--- config.mk ---
export PLATFORM = sky130hd
export DESIGN_NAME = riot_ports_timer_flat
export DESIGN_NICKNAME = d
export VERILOG_FILES = /design/src/rtl/riot_pkg.sv /design/src/rtl/riot_ports_timer_if.sv /design/src/rtl/riot_interval_timer.sv /design/src/rtl/riot_ports_timer.sv /design/src/flat_wrapper.sv
export SDC_FILE = /design/constraint.sdc
export NUM_CORES = 1
export LEC_CHECK = 0
export CAP_MARGIN = 25
export CORE_UTILIZATION = 57
export CTS_BUF_LIST = sky130_fd_sc_hd__clkbuf_8
export DETAILED_ROUTE_END_ITERATION = 10
export MAX_ROUTING_LAYER = met4
export PLACE_DENSITY = 0.88
export SLEW_MARGIN = 15
export SYNTH_ARGS = -nofsm -noshare
export SYNTH_HDL_FRONTEND = slang
export SYNTH_SLANG_ARGS = --single-unit
export TNS_END_PERCENT = 100
--- constraint.sdc ---
create_clock -name phi2 -period 4.3 [get_ports phi2]
set_input_delay 0.645 -clock phi2 [delete_from_list [all_inputs] [get_ports phi2]]
set_output_delay 0.645 -clock phi2 [all_outputs]
set_load 0.05 [all_outputs]
--- src/rtl/riot_pkg.sv ---
// Shared constants and types for the RIOT-style port/timer block.
package riot_pkg;

  // Address bit positions used by the register decoder
  localparam int A_SEL_TIMER = 4;
  localparam int A_SEL_EDGE  = 2;
  localparam int A_IE        = 3;

  // Bit positions inside the flag register read
  localparam int FLAG_TIMER_BIT = 7;
  localparam int FLAG_EDGE_BIT  = 6;

  // Prescaler selection, taken from A[1:0] on a timer write
  typedef enum logic [1:0] {
    PS_1    = 2'd0,
    PS_8    = 2'd1,
    PS_64   = 2'd2,
    PS_1024 = 2'd3
  } ps_sel_t;

  // Largest of four values, used to size the prescale counter
  function automatic int max4(input int a, input int b, input int c, input int d);
    int m;
    m = a;
    if (b > m) m = b;
    if (c > m) m = c;
    if (d > m) m = d;
    return m;
  endfunction

endpackage

--- src/rtl/riot_ports_timer_if.sv ---
// 6502-side register bus of the RIOT port/timer block.
interface riot_ports_timer_if;
  logic       cs;
  logic       we_n;
  logic [4:0] A;
  logic [7:0] DI;
  logic [7:0] DO;
  logic       OE;

  modport master (output cs, output we_n, output A, output DI, input DO, input OE);
  modport slave  (input cs, input we_n, input A, input DI, output DO, output OE);
endinterface

--- src/rtl/riot_interval_timer.sv ---
// Interval timer: prescaler, down counter and underflow flag.
// After an underflow the prescaler is bypassed (free-run at /1) until reloaded.
module riot_interval_timer
  import riot_pkg::*;
#(
  parameter int TIMER_W   = 8,
  parameter int PS_SHIFT0 = 0,
  parameter int PS_SHIFT1 = 3,
  parameter int PS_SHIFT2 = 6,
  parameter int PS_SHIFT3 = 10
) (
  input  logic       phi2,
  input  logic       rst,
  input  logic       load,
  input  logic [7:0] load_val,
  input  ps_sel_t    load_sel,
  input  logic       read_clr,
  output logic [7:0] count_lo,
  output logic       flag,
  output logic       flag_next
);

  localparam int MAX_SHIFT = max4(PS_SHIFT0, PS_SHIFT1, PS_SHIFT2, PS_SHIFT3);
  localparam int PSC_W     = (MAX_SHIFT > 0) ? MAX_SHIFT : 1;

  logic [TIMER_W-1:0] count_q, count_d;
  logic [PSC_W-1:0]   psc_q, psc_d;
  logic [PSC_W-1:0]   psc_mask;
  ps_sel_t            sel_q, sel_d;
  logic               free_run_q, free_run_d;
  logic               flag_q, flag_d;
  logic               tick;
  logic               underflow;
  int                 shift;

  // Terminal prescale count for the selected divider (zero while free-running)
  always_comb begin
    shift = PS_SHIFT0;
    case (sel_q)
      PS_1:    shift = PS_SHIFT0;
      PS_8:    shift = PS_SHIFT1;
      PS_64:   shift = PS_SHIFT2;
      PS_1024: shift = PS_SHIFT3;
      default: shift = PS_SHIFT0;
    endcase
    psc_mask = free_run_q ? '0 : ~({PSC_W{1'b1}} << shift);
  end

  assign tick      = (psc_q >= psc_mask);
  assign underflow = tick & (count_q == '0);

  // Next state: count/underflow first, then flag clear/set, and a load overrides all
  always_comb begin
    psc_d      = tick ? '0 : psc_q + PSC_W'(1);
    count_d    = tick ? count_q - TIMER_W'(1) : count_q;
    free_run_d = free_run_q | underflow;
    sel_d      = sel_q;
    flag_d     = flag_q;
    if (read_clr && flag_q) flag_d = 1'b0;
    if (underflow)          flag_d = 1'b1;
    if (load) begin
      count_d    = TIMER_W'(load_val);
      psc_d      = '0;
      free_run_d = 1'b0;
      flag_d     = 1'b0;
      sel_d      = load_sel;
    end
  end

  // State registers
  always_ff @(posedge phi2) begin
    if (rst) begin
      count_q    <= '0;
      psc_q      <= '0;
      sel_q      <= PS_1;
      free_run_q <= 1'b0;
      flag_q     <= 1'b0;
    end else begin
      count_q    <= count_d;
      psc_q      <= psc_d;
      sel_q      <= sel_d;
      free_run_q <= free_run_d;
      flag_q     <= flag_d;
    end
  end

  assign count_lo  = count_q[7:0];
  assign flag      = flag_q;
  assign flag_next = flag_d;

endmodule

--- src/rtl/riot_ports_timer.sv ---
// RIOT-style I/O block: parametrised ports with DDRs, an interval timer,
// an edge detector on one port-0 pin, and a combined active-low interrupt.
module riot_ports_timer
  import riot_pkg::*;
#(
  parameter int NUM_PORTS = 2,
  parameter int PORT_W    = 8,
  parameter int TIMER_W   = 8,
  parameter int PS_SHIFT0 = 0,
  parameter int PS_SHIFT1 = 3,
  parameter int PS_SHIFT2 = 6,
  parameter int PS_SHIFT3 = 10,
  parameter int EDGE_BIT  = 7
) (
  input  logic                        phi2,
  input  logic                        rst,
  riot_ports_timer_if.slave           bus,
  output logic [NUM_PORTS*PORT_W-1:0] port_out,
  input  logic [NUM_PORTS*PORT_W-1:0] port_in,
  output logic [NUM_PORTS*PORT_W-1:0] port_ddr,
  output logic                        irq_n
);

  // Narrow ports cannot hold bit 7; fall back to their top bit instead
  localparam int EDGE_IDX = (EDGE_BIT < PORT_W) ? EDGE_BIT : PORT_W - 1;

  logic [PORT_W-1:0] port_out_q [NUM_PORTS];
  logic [PORT_W-1:0] port_out_d [NUM_PORTS];
  logic [PORT_W-1:0] ddr_q      [NUM_PORTS];
  logic [PORT_W-1:0] ddr_d      [NUM_PORTS];
  logic [PORT_W-1:0] eff_port   [NUM_PORTS];

  logic       timer_ie_q, timer_ie_d;
  logic       edge_ie_q, edge_ie_d;
  logic       edge_pol_q, edge_pol_d;
  logic       edge_flag_q, edge_flag_d;
  logic       edge_prev_q, edge_prev_d;
  logic [7:0] do_q, do_d;
  logic       oe_q, oe_d;
  logic       irq_n_q, irq_n_d;

  logic              rd, wr;
  logic [2:0]        idx;
  logic              timer_acc, edge_acc;
  logic              timer_load, timer_rd, status_rd;
  logic              edge_cur, new_edge;
  logic [PORT_W-1:0] port_rd;
  logic [7:0]        rd_data;
  logic [7:0]        timer_lo;
  logic              timer_flag, timer_flag_next;

  for (genvar p = 0; p < NUM_PORTS; p++) begin : g_port
    assign port_out[p*PORT_W +: PORT_W] = port_out_q[p];
    assign port_ddr[p*PORT_W +: PORT_W] = ddr_q[p];
    assign eff_port[p] = (ddr_q[p] & port_out_q[p]) | (~ddr_q[p] & port_in[p*PORT_W +: PORT_W]);
  end

  assign rd         = bus.cs & bus.we_n;
  assign wr         = bus.cs & ~bus.we_n;
  assign idx        = bus.A[3:1];
  assign timer_acc  = bus.A[A_SEL_TIMER] & ~bus.A[A_SEL_EDGE];
  assign edge_acc   = bus.A[A_SEL_TIMER] & bus.A[A_SEL_EDGE];
  assign timer_load = wr & timer_acc;
  assign timer_rd   = rd & timer_acc & ~bus.A[0];
  assign status_rd  = rd & timer_acc & bus.A[0];

  assign edge_cur = eff_port[0][EDGE_IDX];
  assign new_edge = edge_pol_q ? (~edge_prev_q & edge_cur) : (edge_prev_q & ~edge_cur);

  riot_interval_timer #(
    .TIMER_W  (TIMER_W),
    .PS_SHIFT0(PS_SHIFT0),
    .PS_SHIFT1(PS_SHIFT1),
    .PS_SHIFT2(PS_SHIFT2),
    .PS_SHIFT3(PS_SHIFT3)
  ) u_timer (
    .phi2     (phi2),
    .rst      (rst),
    .load     (timer_load),
    .load_val (bus.DI),
    .load_sel (ps_sel_t'(bus.A[1:0])),
    .read_clr (timer_rd),
    .count_lo (timer_lo),
    .flag     (timer_flag),
    .flag_next(timer_flag_next)
  );

  // Read data mux; unimplemented port indices fall through to zero
  always_comb begin
    port_rd = '0;
    for (int p = 0; p < NUM_PORTS; p++) begin
      if (idx == 3'(p)) port_rd = bus.A[0] ? ddr_q[p] : eff_port[p];
    end
    rd_data = 8'h00;
    if (!bus.A[A_SEL_TIMER]) begin
      rd_data = 8'(port_rd);
    end else if (bus.A[A_SEL_EDGE]) begin
      rd_data = {6'b0, edge_ie_q, edge_pol_q};
    end else if (bus.A[0]) begin
      rd_data[FLAG_TIMER_BIT] = timer_flag;
      rd_data[FLAG_EDGE_BIT]  = edge_flag_q;
    end else begin
      rd_data = timer_lo;
    end
  end

  // Register writes, edge flag precedence, read capture and interrupt
  always_comb begin
    port_out_d  = port_out_q;
    ddr_d       = ddr_q;
    timer_ie_d  = timer_ie_q;
    edge_ie_d   = edge_ie_q;
    edge_pol_d  = edge_pol_q;
    edge_flag_d = edge_flag_q;
    edge_prev_d = edge_cur;
    do_d        = do_q;
    oe_d        = 1'b0;

    if (wr && !bus.A[A_SEL_TIMER]) begin
      for (int p = 0; p < NUM_PORTS; p++) begin
        if (idx == 3'(p)) begin
          if (bus.A[0]) ddr_d[p]      = bus.DI[PORT_W-1:0];
          else          port_out_d[p] = bus.DI[PORT_W-1:0];
        end
      end
    end

    if (timer_load || timer_rd) timer_ie_d = bus.A[A_IE];

    if (wr && edge_acc) begin
      edge_pol_d = bus.A[0];
      edge_ie_d  = bus.A[1];
    end

    if (status_rd && edge_flag_q) edge_flag_d = 1'b0;
    if (new_edge)                 edge_flag_d = 1'b1;

    if (rd) begin
      oe_d = 1'b1;
      do_d = rd_data;
    end

    irq_n_d = ~((timer_flag_next & timer_ie_d) | (edge_flag_d & edge_ie_d));
  end

  // State registers
  always_ff @(posedge phi2) begin
    if (rst) begin
      port_out_q  <= '{default: '0};
      ddr_q       <= '{default: '0};
      timer_ie_q  <= 1'b0;
      edge_ie_q   <= 1'b0;
      edge_pol_q  <= 1'b0;
      edge_flag_q <= 1'b0;
      edge_prev_q <= 1'b0;
      do_q        <= 8'h00;
      oe_q        <= 1'b0;
      irq_n_q     <= 1'b1;
    end else begin
      port_out_q  <= port_out_d;
      ddr_q       <= ddr_d;
      timer_ie_q  <= timer_ie_d;
      edge_ie_q   <= edge_ie_d;
      edge_pol_q  <= edge_pol_d;
      edge_flag_q <= edge_flag_d;
      edge_prev_q <= edge_prev_d;
      do_q        <= do_d;
      oe_q        <= oe_d;
      irq_n_q     <= irq_n_d;
    end
  end

  assign bus.DO = do_q;
  assign bus.OE = oe_q;
  assign irq_n  = irq_n_q;

endmodule

--- src/flat_wrapper.sv ---
// flat-port wrapper written by rule: the top's interface ports become plain ports
module riot_ports_timer_flat import riot_pkg::*;
#(
  parameter int NUM_PORTS = 2,
  parameter int PORT_W    = 8,
  parameter int TIMER_W   = 8,
  parameter int PS_SHIFT0 = 0,
  parameter int PS_SHIFT1 = 3,
  parameter int PS_SHIFT2 = 6,
  parameter int PS_SHIFT3 = 10,
  parameter int EDGE_BIT  = 7
)
  (phi2, rst, port_out, port_in, port_ddr, irq_n, bus_cs, bus_we_n, bus_A, bus_DI, bus_DO, bus_OE);
  riot_ports_timer_if bus_i ();
  input  logic phi2;
  input  logic rst;
  output logic [NUM_PORTS*PORT_W-1:0] port_out;
  input  logic [NUM_PORTS*PORT_W-1:0] port_in;
  output logic [NUM_PORTS*PORT_W-1:0] port_ddr;
  output logic irq_n;
  input wire logic [$bits(bus_i.cs)-1:0] bus_cs;
  input wire logic [$bits(bus_i.we_n)-1:0] bus_we_n;
  input wire logic [$bits(bus_i.A)-1:0] bus_A;
  input wire logic [$bits(bus_i.DI)-1:0] bus_DI;
  output wire logic [$bits(bus_i.DO)-1:0] bus_DO;
  output wire logic [$bits(bus_i.OE)-1:0] bus_OE;
  assign bus_i.cs = bus_cs;
  assign bus_i.we_n = bus_we_n;
  assign bus_i.A = bus_A;
  assign bus_i.DI = bus_DI;
  assign bus_DO = bus_i.DO;
  assign bus_OE = bus_i.OE;
  riot_ports_timer #(.NUM_PORTS(NUM_PORTS), .PORT_W(PORT_W), .TIMER_W(TIMER_W), .PS_SHIFT0(PS_SHIFT0), .PS_SHIFT1(PS_SHIFT1), .PS_SHIFT2(PS_SHIFT2), .PS_SHIFT3(PS_SHIFT3), .EDGE_BIT(EDGE_BIT)) u_core (.phi2(phi2), .rst(rst), .bus(bus_i), .port_out(port_out), .port_in(port_in), .port_ddr(port_ddr), .irq_n(irq_n));
endmodule
==> run_results.csv <==
group,metric,value,unit
logic_synthesis,postSynthCellCount,427,
drt,routed_wl,10000,µm
drt,vias_per_cell,6.15,
worst_setup_path,worstSetupPathType,"in -> reg",
floorplan,rows,27,
worst_setup_path,worstPathCellList,"clkdlybuf4s50_1, buf_4, or3b_2, a21oi_1, a21oi_1, a2bb2oi_1, a211oi_1",
cells_and_area,drive_gt1_share,7.39,%
cts,postCtsSetupRepairBufs,0,
sta,final_hold_viol_count,0,
pwr,leakage,1.56,nW
cts,cts.sinks,69,
logic_synthesis,netlist_area,0.00345,mm²
cells_and_area,n_antenna_cell,0,
worst_setup_path,slowest_stage,"clkdlybuf4s50_1",
status,status,"finished clean",
drt,routedWlPerCell,17.5,µm
hold_path,hold_path.class,"reg -> reg",
logic_synthesis,synth_area_per_cell,8.08,µm²
global_route,grt_pass1_vias,3403,
cts,clk_pin_slew,0.07,ns
logic_synthesis,synthArstFlopShare,0,%
worst_setup_path,cp_common_cell,"a21oi_1",
sta,slew_viol_final,0,
cells_and_area,final_common_cell,"clkdlybuf4s50_1",
placed_design,hpwl,7060,µm
sta,fin_crit,2.70,ns
sta,timing.hold.ws,0.459,ns
sta,fin_setup_tns,0,ns
global_route,grt_use_total,34.1,%
logic_synthesis,ys_warn_count,0,
worst_setup_path,cp_num_buf_inv,2,
sta,clock_skew,0.00618,ns
logic_synthesis,ys.flop_type,"dfxtp_1",
worst_setup_path,worstPathRequired,4.56,ns
worst_setup_path,end_kind,"register",
cts,cts_root_buffer,"clkbuf_8",
global_route,grt_remaining_overflow,0,
placed_design,post-place-cells,557,
floorplan,core_region_area,0.00568,mm²
worst_setup_path,max_stage_delay,0.82,ns
run,drv_cap,0,
placed_design,gp_congestion,0.855,
sta,max_freq,370,MHz
drt,ant_nets,0,
sta,slew_headroom,46.9,%
drt,drt_iter0_markers,383,
floorplan,start_util,60.8,%
cts,cts_max_level,3,
pwr,powerDensity,366,mW/mm²
cells_and_area,stdcell_count,573,
floorplan,die_h,79.8,µm
cts,cts_hold_buf,0,
floorplan,io_pins,75,
cts,cts_tree,"built",
cells_and_area,stdcell_area,0.00445,mm²
logic_synthesis,ys_ff_latch,69,
worst_setup_path,critical-path-top-delay-family,"buffers and inverters",
logic_synthesis,ys_seq_area_share,40.0,%
worst_setup_path,crit_arrival,2.96,ns
cts,ctsResizeCount,0,
drt,dr.pass1.iters,5,
drt,drc,0,
drt,vias,3524,
pwr,peakVddDrop,0.279,mV
worst_setup_path,crit_fanout,24,
sta,period_share,62.8,%
global_route,grt_max_degree,58,
worst_setup_path,worstSetupStartpointType,"input pin",
global_route,grt_pass1_wl,16100,µm
sta,setup_viol,0,
global_route,antenna_found_initial,0,
sta,worst_slew_pin_slew,0.794,ns
floorplan,die_area,0.00637,mm²
sta,rsz0062_at_grt,"false",
logic_synthesis,syn_nets,472,
logic_synthesis,yosysUniqueCellTypes,53,
cells_and_area,fin_nets,541,
cells_and_area,final_cell_mix,"clkdlybuf4s50_1, dfxtp_1, nand2_1, a21oi_1, nand3_1",
cts,clk_latency,0.36,ns
cts,clock_path_buffers,2,
logic_synthesis,synth_edf_count,0,
placed_design,dpl_cell_area,0.00423,mm²
cells_and_area,area_growth,29.0,%
cts,numCtsBuffers,9,
placed_design,io_buffers,74,
floorplan,die_width,79.8,µm
==> power by group <==
group / leakage, nW / switching [mW] / internal (mW)
sequential: 0.560 / 0.0380 / 0.681
clock: 0.121 / 0.248 / 0.354
combinational: 0.878 / 0.171 / 0.136
total: 1.56 / 0.457 / 1.17
==> synthesized netlist by cell type, types with 2 or more instances <==
cell type | number | area, µm²
mux2i_1 | 5 | 50.1
xor2_1 | 3 | 26.3
or3_2 | 2 | 15.0
nand2_1 | 55 | 206
o21a_1 | 3 | 22.5
nor3b_1 | 2 | 15.0
a21oi_1 | 48 | 240
and3_1 | 3 | 18.8
inv_1 | 7 | 26.3
nand2b_1 | 16 | 100
a21o_1 | 3 | 22.5
o31ai_1 | 2 | 15.0
a21boi_0 | 2 | 15.0
nor2_1 | 37 | 139
o21ai_1 | 3 | 15.0
a2bb2oi_1 | 4 | 35.0
mux2_2 | 2 | 22.5
nand3_1 | 40 | 200
a22oi_1 | 2 | 15.0
buf_2 | 7 | 35.0
a311oi_1 | 3 | 26.3
clkbuf_1 | 13 | 48.8
xnor2_1 | 6 | 52.6
nor3b_2 | 2 | 25.0
o311ai_0 | 4 | 35.0
nor2b_1 | 4 | 25.0
dfxtp_1 | 69 | 1380
a211oi_1 | 4 | 30.0
or4_1 | 3 | 22.5
ha_1 | 12 | 150
o21ai_0 | 27 | 135
nor3_1 | 5 | 25.0
o31a_1 | 2 | 17.5
or3b_2 | 4 | 35.0
or3_1 | 5 | 31.3
==> tightest hold or removal path, stage by stage (launching register included) <==
cell	delay, ns
dfxtp_1	0.31
nand2_1	0.05
a21oi_1	0.05
==> routing by layer <==
metal	up-vias	track usage [%]	routed length [µm]
met5	-	-	0
met4	0	14.1	270
met3	37	8.11	791
met2	183	54.2	4860
met1	1642	41.5	4120
li1	1662	-	-
==> kinds of logic after synthesis <==
group	synth area share, %
and+or+nand+nor	26.3
xor gates and xnor gates	2.29
AOI/OAI and AO/OA	21.3
adders and majority gates	4.35
muxes	2.10
buffers and inverters	3.66
DFF	40.0
==> stage by stage <==
stage / utilization (%) / total power [mW] / setup slack (ns)
after global routing: 78.4 / 1.69 / 1.39
after global placement: 74.4 / 1.01 / 1.36
after CTS: 78.4 / 1.62 / 1.64
final: 78.4 / 1.63 / 1.60
after floorplan: - / 0.931 / 2.21
after detailed placement: 74.4 / 1.03 / 1.28
==> flip-flops by register name (all words and copies together), names as in the netlist <==
name                       cells
u_core.port_ddr               16
u_core.port_out               16
u_core.u_timer.psc_q          10
u_core.bus.OE                  1
u_core.timer_ie_q              1
u_core.u_timer.free_run_q      1
u_core.irq_n                   1
u_core.u_timer.flag            1
u_core.edge_prev_q             1
u_core.edge_pol_q              1
u_core.u_timer.sel_q           2
u_core.edge_flag_q             1
u_core.bus.DO                  8
u_core.edge_ie_q               1
u_core.u_timer.count_lo        8
==> final timing paths <==
path | start | endpoint | slack [ns] | cells after the start
worst max-delay path | bus_A[0] | u_core.bus.DO[5]$_SDFFE_PP0P_ | 1.60 | 7
worst min-delay path | u_core.bus.DO[0]$_SDFFE_PP0P_ | u_core.bus.DO[0]$_SDFFE_PP0P_ | 0.46 | 2
worst max register to register | u_core.u_timer.sel_q[1]$_SDFFE_PP0P_ | u_core.u_timer.psc_q[6]$_SDFF_PP0_ | 1.62 | 8
worst min register to register | u_core.bus.DO[0]$_SDFFE_PP0P_ | u_core.bus.DO[0]$_SDFFE_PP0P_ | 0.46 | 2
==> final cells by class <==
| type | count | area, µm² |
|---|---|---|
| timing repair buffer | 80 | 781 |
| fill | 408 | 1220 |
| sequential | 69 | 1380 |
| multi-input combinational | 329 | 1950 |
| clock inverter | 5 | 73.8 |
| inverter | 7 | 26.3 |
| tap | 72 | 90.1 |
| clock buffer | 11 | 151 |
Note: power is estimated with default switching activity, not from simulation.
